File: config.mk
export PLATFORM = sky130hd
export DESIGN_NAME = areset_gen_flat
export DESIGN_NICKNAME = d
export VERILOG_FILES = /design/src/rtl/areset_gen_if.sv /design/src/rtl/areset_gen.sv /design/src/flat_wrapper.sv
export SDC_FILE = /design/constraint.sdc
export NUM_CORES = 1
export LEC_CHECK = 0
export BUFFER_PORTS_ARGS = -buffer_cell sky130_fd_sc_hd__buf_2
export CORE_MARGIN = 1
export CORE_UTILIZATION = 30
export DETAILED_ROUTE_END_ITERATION = 10
export PLACE_DENSITY = 0.57
export SLEW_MARGIN = 10
export SYNTH_ARGS = -nofsm -noshare
export SYNTH_HDL_FRONTEND = slang
export SYNTH_SLANG_ARGS = --single-unit
File: constraint.sdc
create_clock -name clock -period 2.2 [get_ports clock]
set_input_delay 0.66 -clock clock [delete_from_list [all_inputs] [get_ports clock]]
set_output_delay 0.66 -clock clock [all_outputs]
set_load 0.05 [all_outputs]
File: src/rtl/areset_gen_if.sv
// Board-reset signal bundle for areset_gen: MMCM lock/reset, push-button and sequencer status.
// The sequencer uses the master modport; whatever drives lock/button and observes the status uses slave.
interface areset_gen_if;
  logic       mmcm_locked;
  logic       button;
  logic       mmcm_reset;
  logic       areset;
  logic [7:0] retry_count;
  logic [1:0] state;

  modport master (
    input  mmcm_locked,
    input  button,
    output mmcm_reset,
    output areset,
    output retry_count,
    output state
  );

  modport slave (
    output mmcm_locked,
    output button,
    input  mmcm_reset,
    input  areset,
    input  retry_count,
    input  state
  );
endinterface

File: src/rtl/areset_gen.sv
// areset_gen: board reset sequencer that pulses the MMCM reset and holds areset until lock is stable.
// Push-button restart (synchronizer, debounce, rising-edge event) exists only with ARESET_GEN_BUTTON_EN.
module areset_gen #(
  parameter int MMCM_RST_CYCLES     = 16,
  parameter int LOCK_TIMEOUT_CYCLES = 65536,
  parameter int LOCK_STABLE_CYCLES  = 1024,
  parameter int BTN_DEBOUNCE_CYCLES = 1048576
) (
  input logic          clock,
  input logic          reset,
  areset_gen_if.master io
);
  localparam int MAX_A      = (MMCM_RST_CYCLES > LOCK_TIMEOUT_CYCLES) ? MMCM_RST_CYCLES : LOCK_TIMEOUT_CYCLES;
  localparam int MAX_B      = (LOCK_STABLE_CYCLES > BTN_DEBOUNCE_CYCLES) ? LOCK_STABLE_CYCLES : BTN_DEBOUNCE_CYCLES;
  localparam int MAX_CYCLES = (MAX_A > MAX_B) ? MAX_A : MAX_B;
  localparam int CNT_W      = $clog2(MAX_CYCLES) + 1;

  localparam logic [CNT_W-1:0] RST_LAST     = CNT_W'(MMCM_RST_CYCLES - 1);
  localparam logic [CNT_W-1:0] TIMEOUT_LAST = CNT_W'(LOCK_TIMEOUT_CYCLES - 1);
  localparam logic [CNT_W-1:0] STABLE_LAST  = CNT_W'(LOCK_STABLE_CYCLES - 1);

  typedef enum logic [1:0] {
    S_MMCM_RST  = 2'd0,
    S_WAIT_LOCK = 2'd1,
    S_STABLE    = 2'd2,
    S_RUN       = 2'd3
  } state_e;

  logic lock_meta_q, lock_meta_d;
  logic locked_s_q, locked_s_d;
  logic btn_evt;

  always_comb begin
    lock_meta_d = io.mmcm_locked;
    locked_s_d  = lock_meta_q;
  end

  always_ff @(posedge clock or posedge reset) begin
    if (reset) begin
      lock_meta_q <= 1'b0;
      locked_s_q  <= 1'b0;
    end else begin
      lock_meta_q <= lock_meta_d;
      locked_s_q  <= locked_s_d;
    end
  end

`ifdef ARESET_GEN_BUTTON_EN
  localparam logic [CNT_W-1:0] DEB_LAST = CNT_W'(BTN_DEBOUNCE_CYCLES - 1);

  logic             btn_meta_q, btn_meta_d;
  logic             btn_s_q, btn_s_d;
  logic             btn_d_q, btn_d_d;
  logic             btn_prev_q, btn_prev_d;
  logic [CNT_W-1:0] db_cnt_q, db_cnt_d;

  // The debounced level only follows btn_s after an uninterrupted run of disagreement.
  always_comb begin
    btn_meta_d = io.button;
    btn_s_d    = btn_meta_q;
    btn_prev_d = btn_d_q;
    btn_d_d    = btn_d_q;
    db_cnt_d   = '0;
    if (btn_s_q != btn_d_q) begin
      if (db_cnt_q == DEB_LAST) begin
        btn_d_d = btn_s_q;
      end else begin
        db_cnt_d = db_cnt_q + 1'b1;
      end
    end
  end

  always_ff @(posedge clock or posedge reset) begin
    if (reset) begin
      btn_meta_q <= 1'b0;
      btn_s_q    <= 1'b0;
      btn_d_q    <= 1'b0;
      btn_prev_q <= 1'b0;
      db_cnt_q   <= '0;
    end else begin
      btn_meta_q <= btn_meta_d;
      btn_s_q    <= btn_s_d;
      btn_d_q    <= btn_d_d;
      btn_prev_q <= btn_prev_d;
      db_cnt_q   <= db_cnt_d;
    end
  end

  assign btn_evt = btn_d_q & ~btn_prev_q;
`else
  logic button_unused;
  assign button_unused = io.button;
  assign btn_evt       = 1'b0;
`endif

  state_e           state_q, state_d;
  logic [CNT_W-1:0] cnt_q, cnt_d;
  logic [7:0]       retry_q, retry_d;
  logic             armed_q, armed_d;
  logic             mmcm_reset_q, mmcm_reset_d;
  logic             areset_q, areset_d;

  // The first edge after reset release only arms the sequencer, so the power-on MMCM pulse
  // never depends on an edge that may violate reset recovery.
  always_comb begin
    state_d = state_q;
    cnt_d   = cnt_q + 1'b1;
    retry_d = retry_q;
    armed_d = 1'b1;
    if (!armed_q) begin
      cnt_d = cnt_q;
    end else if (btn_evt) begin
      state_d = S_MMCM_RST;
      cnt_d   = '0;
    end else begin
      case (state_q)
        S_MMCM_RST: begin
          if (cnt_q == RST_LAST) state_d = S_WAIT_LOCK;
        end
        S_WAIT_LOCK: begin
          if (locked_s_q) begin
            state_d = S_STABLE;
          end else if (cnt_q == TIMEOUT_LAST) begin
            state_d = S_MMCM_RST;
            if (retry_q != 8'hFF) retry_d = retry_q + 8'd1;
          end
        end
        S_STABLE: begin
          if (!locked_s_q)                state_d = S_WAIT_LOCK;
          else if (cnt_q == STABLE_LAST) state_d = S_RUN;
        end
        S_RUN: begin
          cnt_d = cnt_q;
          if (!locked_s_q) state_d = S_MMCM_RST;
        end
        default: state_d = S_MMCM_RST;
      endcase
      if (state_d != state_q) cnt_d = '0;
    end
    mmcm_reset_d = (state_d == S_MMCM_RST);
    areset_d     = (state_d != S_RUN);
  end

  always_ff @(posedge clock or posedge reset) begin
    if (reset) begin
      state_q      <= S_MMCM_RST;
      cnt_q        <= '0;
      retry_q      <= '0;
      armed_q      <= 1'b0;
      mmcm_reset_q <= 1'b1;
      areset_q     <= 1'b1;
    end else begin
      state_q      <= state_d;
      cnt_q        <= cnt_d;
      retry_q      <= retry_d;
      armed_q      <= armed_d;
      mmcm_reset_q <= mmcm_reset_d;
      areset_q     <= areset_d;
    end
  end

  assign io.mmcm_reset  = mmcm_reset_q;
  assign io.areset      = areset_q;
  assign io.retry_count = retry_q;
  assign io.state       = state_q;
endmodule

File: src/flat_wrapper.sv
// flat-port wrapper written by rule: the top's interface ports become plain ports
module areset_gen_flat 
#(
  parameter int MMCM_RST_CYCLES     = 16,
  parameter int LOCK_TIMEOUT_CYCLES = 65536,
  parameter int LOCK_STABLE_CYCLES  = 1024,
  parameter int BTN_DEBOUNCE_CYCLES = 1048576
)
  (clock, reset, io_mmcm_locked, io_button, io_mmcm_reset, io_areset, io_retry_count, io_state);
  areset_gen_if io_i ();
  input logic clock;
  input logic reset;
  input wire logic [$bits(io_i.mmcm_locked)-1:0] io_mmcm_locked;
  input wire logic [$bits(io_i.button)-1:0] io_button;
  output wire logic [$bits(io_i.mmcm_reset)-1:0] io_mmcm_reset;
  output wire logic [$bits(io_i.areset)-1:0] io_areset;
  output wire logic [$bits(io_i.retry_count)-1:0] io_retry_count;
  output wire logic [$bits(io_i.state)-1:0] io_state;
  assign io_i.mmcm_locked = io_mmcm_locked;
  assign io_i.button = io_button;
  assign io_mmcm_reset = io_i.mmcm_reset;
  assign io_areset = io_i.areset;
  assign io_retry_count = io_i.retry_count;
  assign io_state = io_i.state;
  areset_gen #(.MMCM_RST_CYCLES(MMCM_RST_CYCLES), .LOCK_TIMEOUT_CYCLES(LOCK_TIMEOUT_CYCLES), .LOCK_STABLE_CYCLES(LOCK_STABLE_CYCLES), .BTN_DEBOUNCE_CYCLES(BTN_DEBOUNCE_CYCLES)) u_core (.clock(clock), .reset(reset), .io(io_i));
endmodule
==> out/metrics.yaml <==
rows: 28
synth_edf_count: 0
clock_latency_ns: 0.29
synth_nets: 213
ys_async_sr_fraction_pct: 100
route.detailed.drc: 0
path_clk_slew_ns: 0.08
layout_common_cells: "dfrtp_1 (33), buf_4 (31), nand2_1 (30), nand3_1 (18), buf_2 (14)"
die_y_um: 82.6
routed_wire_length_per_instance_um: 14.5
setup_viol: 0
port_buffers: 14
max_freq_ghz: 0.462
layout_commonest_cell: "dfrtp_1"
critPathMaxFanout: 5
p_leak_nw: 1.10
num_vias: 1737
finalHoldViolCount: 0
period_needed_ns: 2.16
drv_slew: 0
antenna_found_initial: 0
drtIter0Drc: 70
routabilityCongestion: 0.848
worst_ep_required_time_ns: 2.38
grt_pass1_vias: 1626
drv_cap: 0
htree_num_levels: 2
antenna_cells: 0
root_buffer: "clkbuf_8"
yosys_warnings: 0
numCtsBuffers: 5
synth_flop_cell: "dfrtp_1"
slew_headroom_pct: 62.3
ys_ff_latch: 36
core_sq_um: 6100
clock_skew_ns: 0.00926
grt_pass1_wl_um: 7930
critPathKind: "flop to flop"
synth.cell_area_sq_um: 1950
finalSetupTns_ns: 0
drt_wl_total_um: 4740
hold_path.class: "flop to flop"
fin_util_pct: 40.5
syn_to_final_growth_pct: 26.7
cts_max_path_buffers: 2
ios: 16
syn_area_per_cell_sq_um: 9.41
setup_slack_ns: 0.0376
cp-start-kind: "flop"
initial_core_util_pct: 32.0
dr.pass1.iters: 4
dp_hpwl_um: 3310
preCtsSetupSlack_ns: 0.0278
arrival_ns: 2.34
grt_use_total_pct: 15.6
die_x_um: 82.6
synth_cells: 207
tightest_slew_ns: 0.558
dieArea_sq_um: 6820
vias_per_cell: 5.30
grt_max_degree: 37
cts_hold_buf: 0
cts_sinks: 36
peakVddDrop_v: 0.000625
synth-seq-area-share_pct: 46.4
cp-end-kind: "flop"
drive_gt1_share_pct: 26.9
ys_types: 44
status: "completed"
cts_tree: "yes"
grt-ovfl-total: 0
period_share_pct: 98.3
antenna_left: 0
fin_nets: 258
power.density_nw_per_um2: 957
==> per-layer routing <==
metal,vias up,part of all wire [%],GRT usage [%]
li1,871,-,-
met1,817,49,21.9
met2,35,46,23.4
met3,14,3.0,3.41
met4,0,2.3,6.03
met5,-,0,0
==> Yosys cell counts (2+ instances only) <==
cell type,number,area share (%)
a21o_1,7,2.7
nand2b_1,2,0.64
or3_1,2,0.64
o21ai_0,9,2.3
ha_1,2,1.3
nor4_1,8,2.6
and3_1,3,0.96
nand2_1,30,5.8
a21oi_1,9,2.3
dfrtp_1,34,44
o2111ai_1,2,0.90
nand4b_1,3,1.3
or4_1,10,3.9
nand4_1,9,2.9
dfstp_2,2,2.7
and2_1,2,0.64
nor3_1,3,0.77
nand3_1,18,4.6
xnor2_1,9,4.0
clkbuf_1,6,1.2
o211ai_1,6,2.3
nor2_1,6,1.2
o311ai_0,2,0.90
inv_1,3,0.58
==> sequential cells by signal (all words and copies together), names as in the netlist <==
name / count
u_core.io.mmcm_reset: 1
u_core.io.retry_count: 8
u_core.io.areset: 1
u_core.cnt_q: 21
u_core.io.state: 2
u_core.locked_s_q: 1
u_core.lock_meta_q: 1
u_core.armed_q: 1
==> cells by family (layout without fill, tap and decap cells) <==
logic type	after synthesis	in the layout	share of synthesized area, %
XOR/XNOR	10	10	4.50
AND/OR/NAND/NOR	105	105	30.8
flip-flops	36	36	46.4
AO/OA/AOI/OAI	40	40	13.6
multiplexers	2	2	1.09
other	1	1	0.192
buffers and inverters	11	57	2.18
adder cells (fa/ha/maj)	2	2	1.28
==> final cells by class <==
class,count,area (sq um)
Fill cell,623,3630
Multi-Input combinational cell,160,1030
Sequential cell,36,905
Timing Repair Buffer,46,314
Tap cell,75,93.8
Clock buffer,5,68.8
Clock inverter,3,42.5
Inverter,3,11.3
==> repair_timing <==
item,4_1_cts,5_1_grt
gates resized for setup,1,7
buffers inserted,1,0
pin swaps,1,2
gates cloned,0,0
endpoints found under the setup margin,2,23
hold endpoints to repair,0,0
==> power by group <==
group          internal (W)  switching, W  leakage, nW
clock network      0.000335      0.000250       0.0541
logic              0.000362      0.000522        0.581
registers          0.000776      0.000117        0.468
==> worst paths after layout <==
path                                          from                  endpoint  slack (ns)  cells past startpoint
worst max-delay path               u_core.cnt_q[5]           u_core.cnt_q[4]        0.04                      6
worst min-delay path            u_core.lock_meta_q         u_core.locked_s_q        0.35                      0
worst max register to register     u_core.cnt_q[5]           u_core.cnt_q[4]        0.04                      6
worst min register to register  u_core.lock_meta_q         u_core.locked_s_q        0.35                      0
max in group asynchronous                    reset      u_core.io.mmcm_reset        1.37                      3
min in group asynchronous                    reset  u_core.io.retry_count[4]        0.46                      3
==> critical path: stages, from the launching register on <==
cell and delay [ns]:
dfrtp_1 0.42, or4_1 0.59, nor4_2 0.30, a2bb2oi_1 0.18, o211ai_1 0.30, buf_4 0.18, o211ai_1 0.07
==> metrics by stage <==
step / hold slack (ns) / area (sq um) / instances / total power, W
after floorplan: 0.331 / 1950 / 207 / 0.00139
after global placement: 0.336 / 2310 / 319 / 0.00176
after detailed placement: 0.337 / 2310 / 319 / 0.00176
after CTS: 0.356 / 2440 / 328 / 0.00237
after global routing: 0.370 / 2470 / 328 / 0.00252
final: 0.353 / 2470 / 328 / 0.00236
Note: power is estimated with default switching activity, not from simulation.
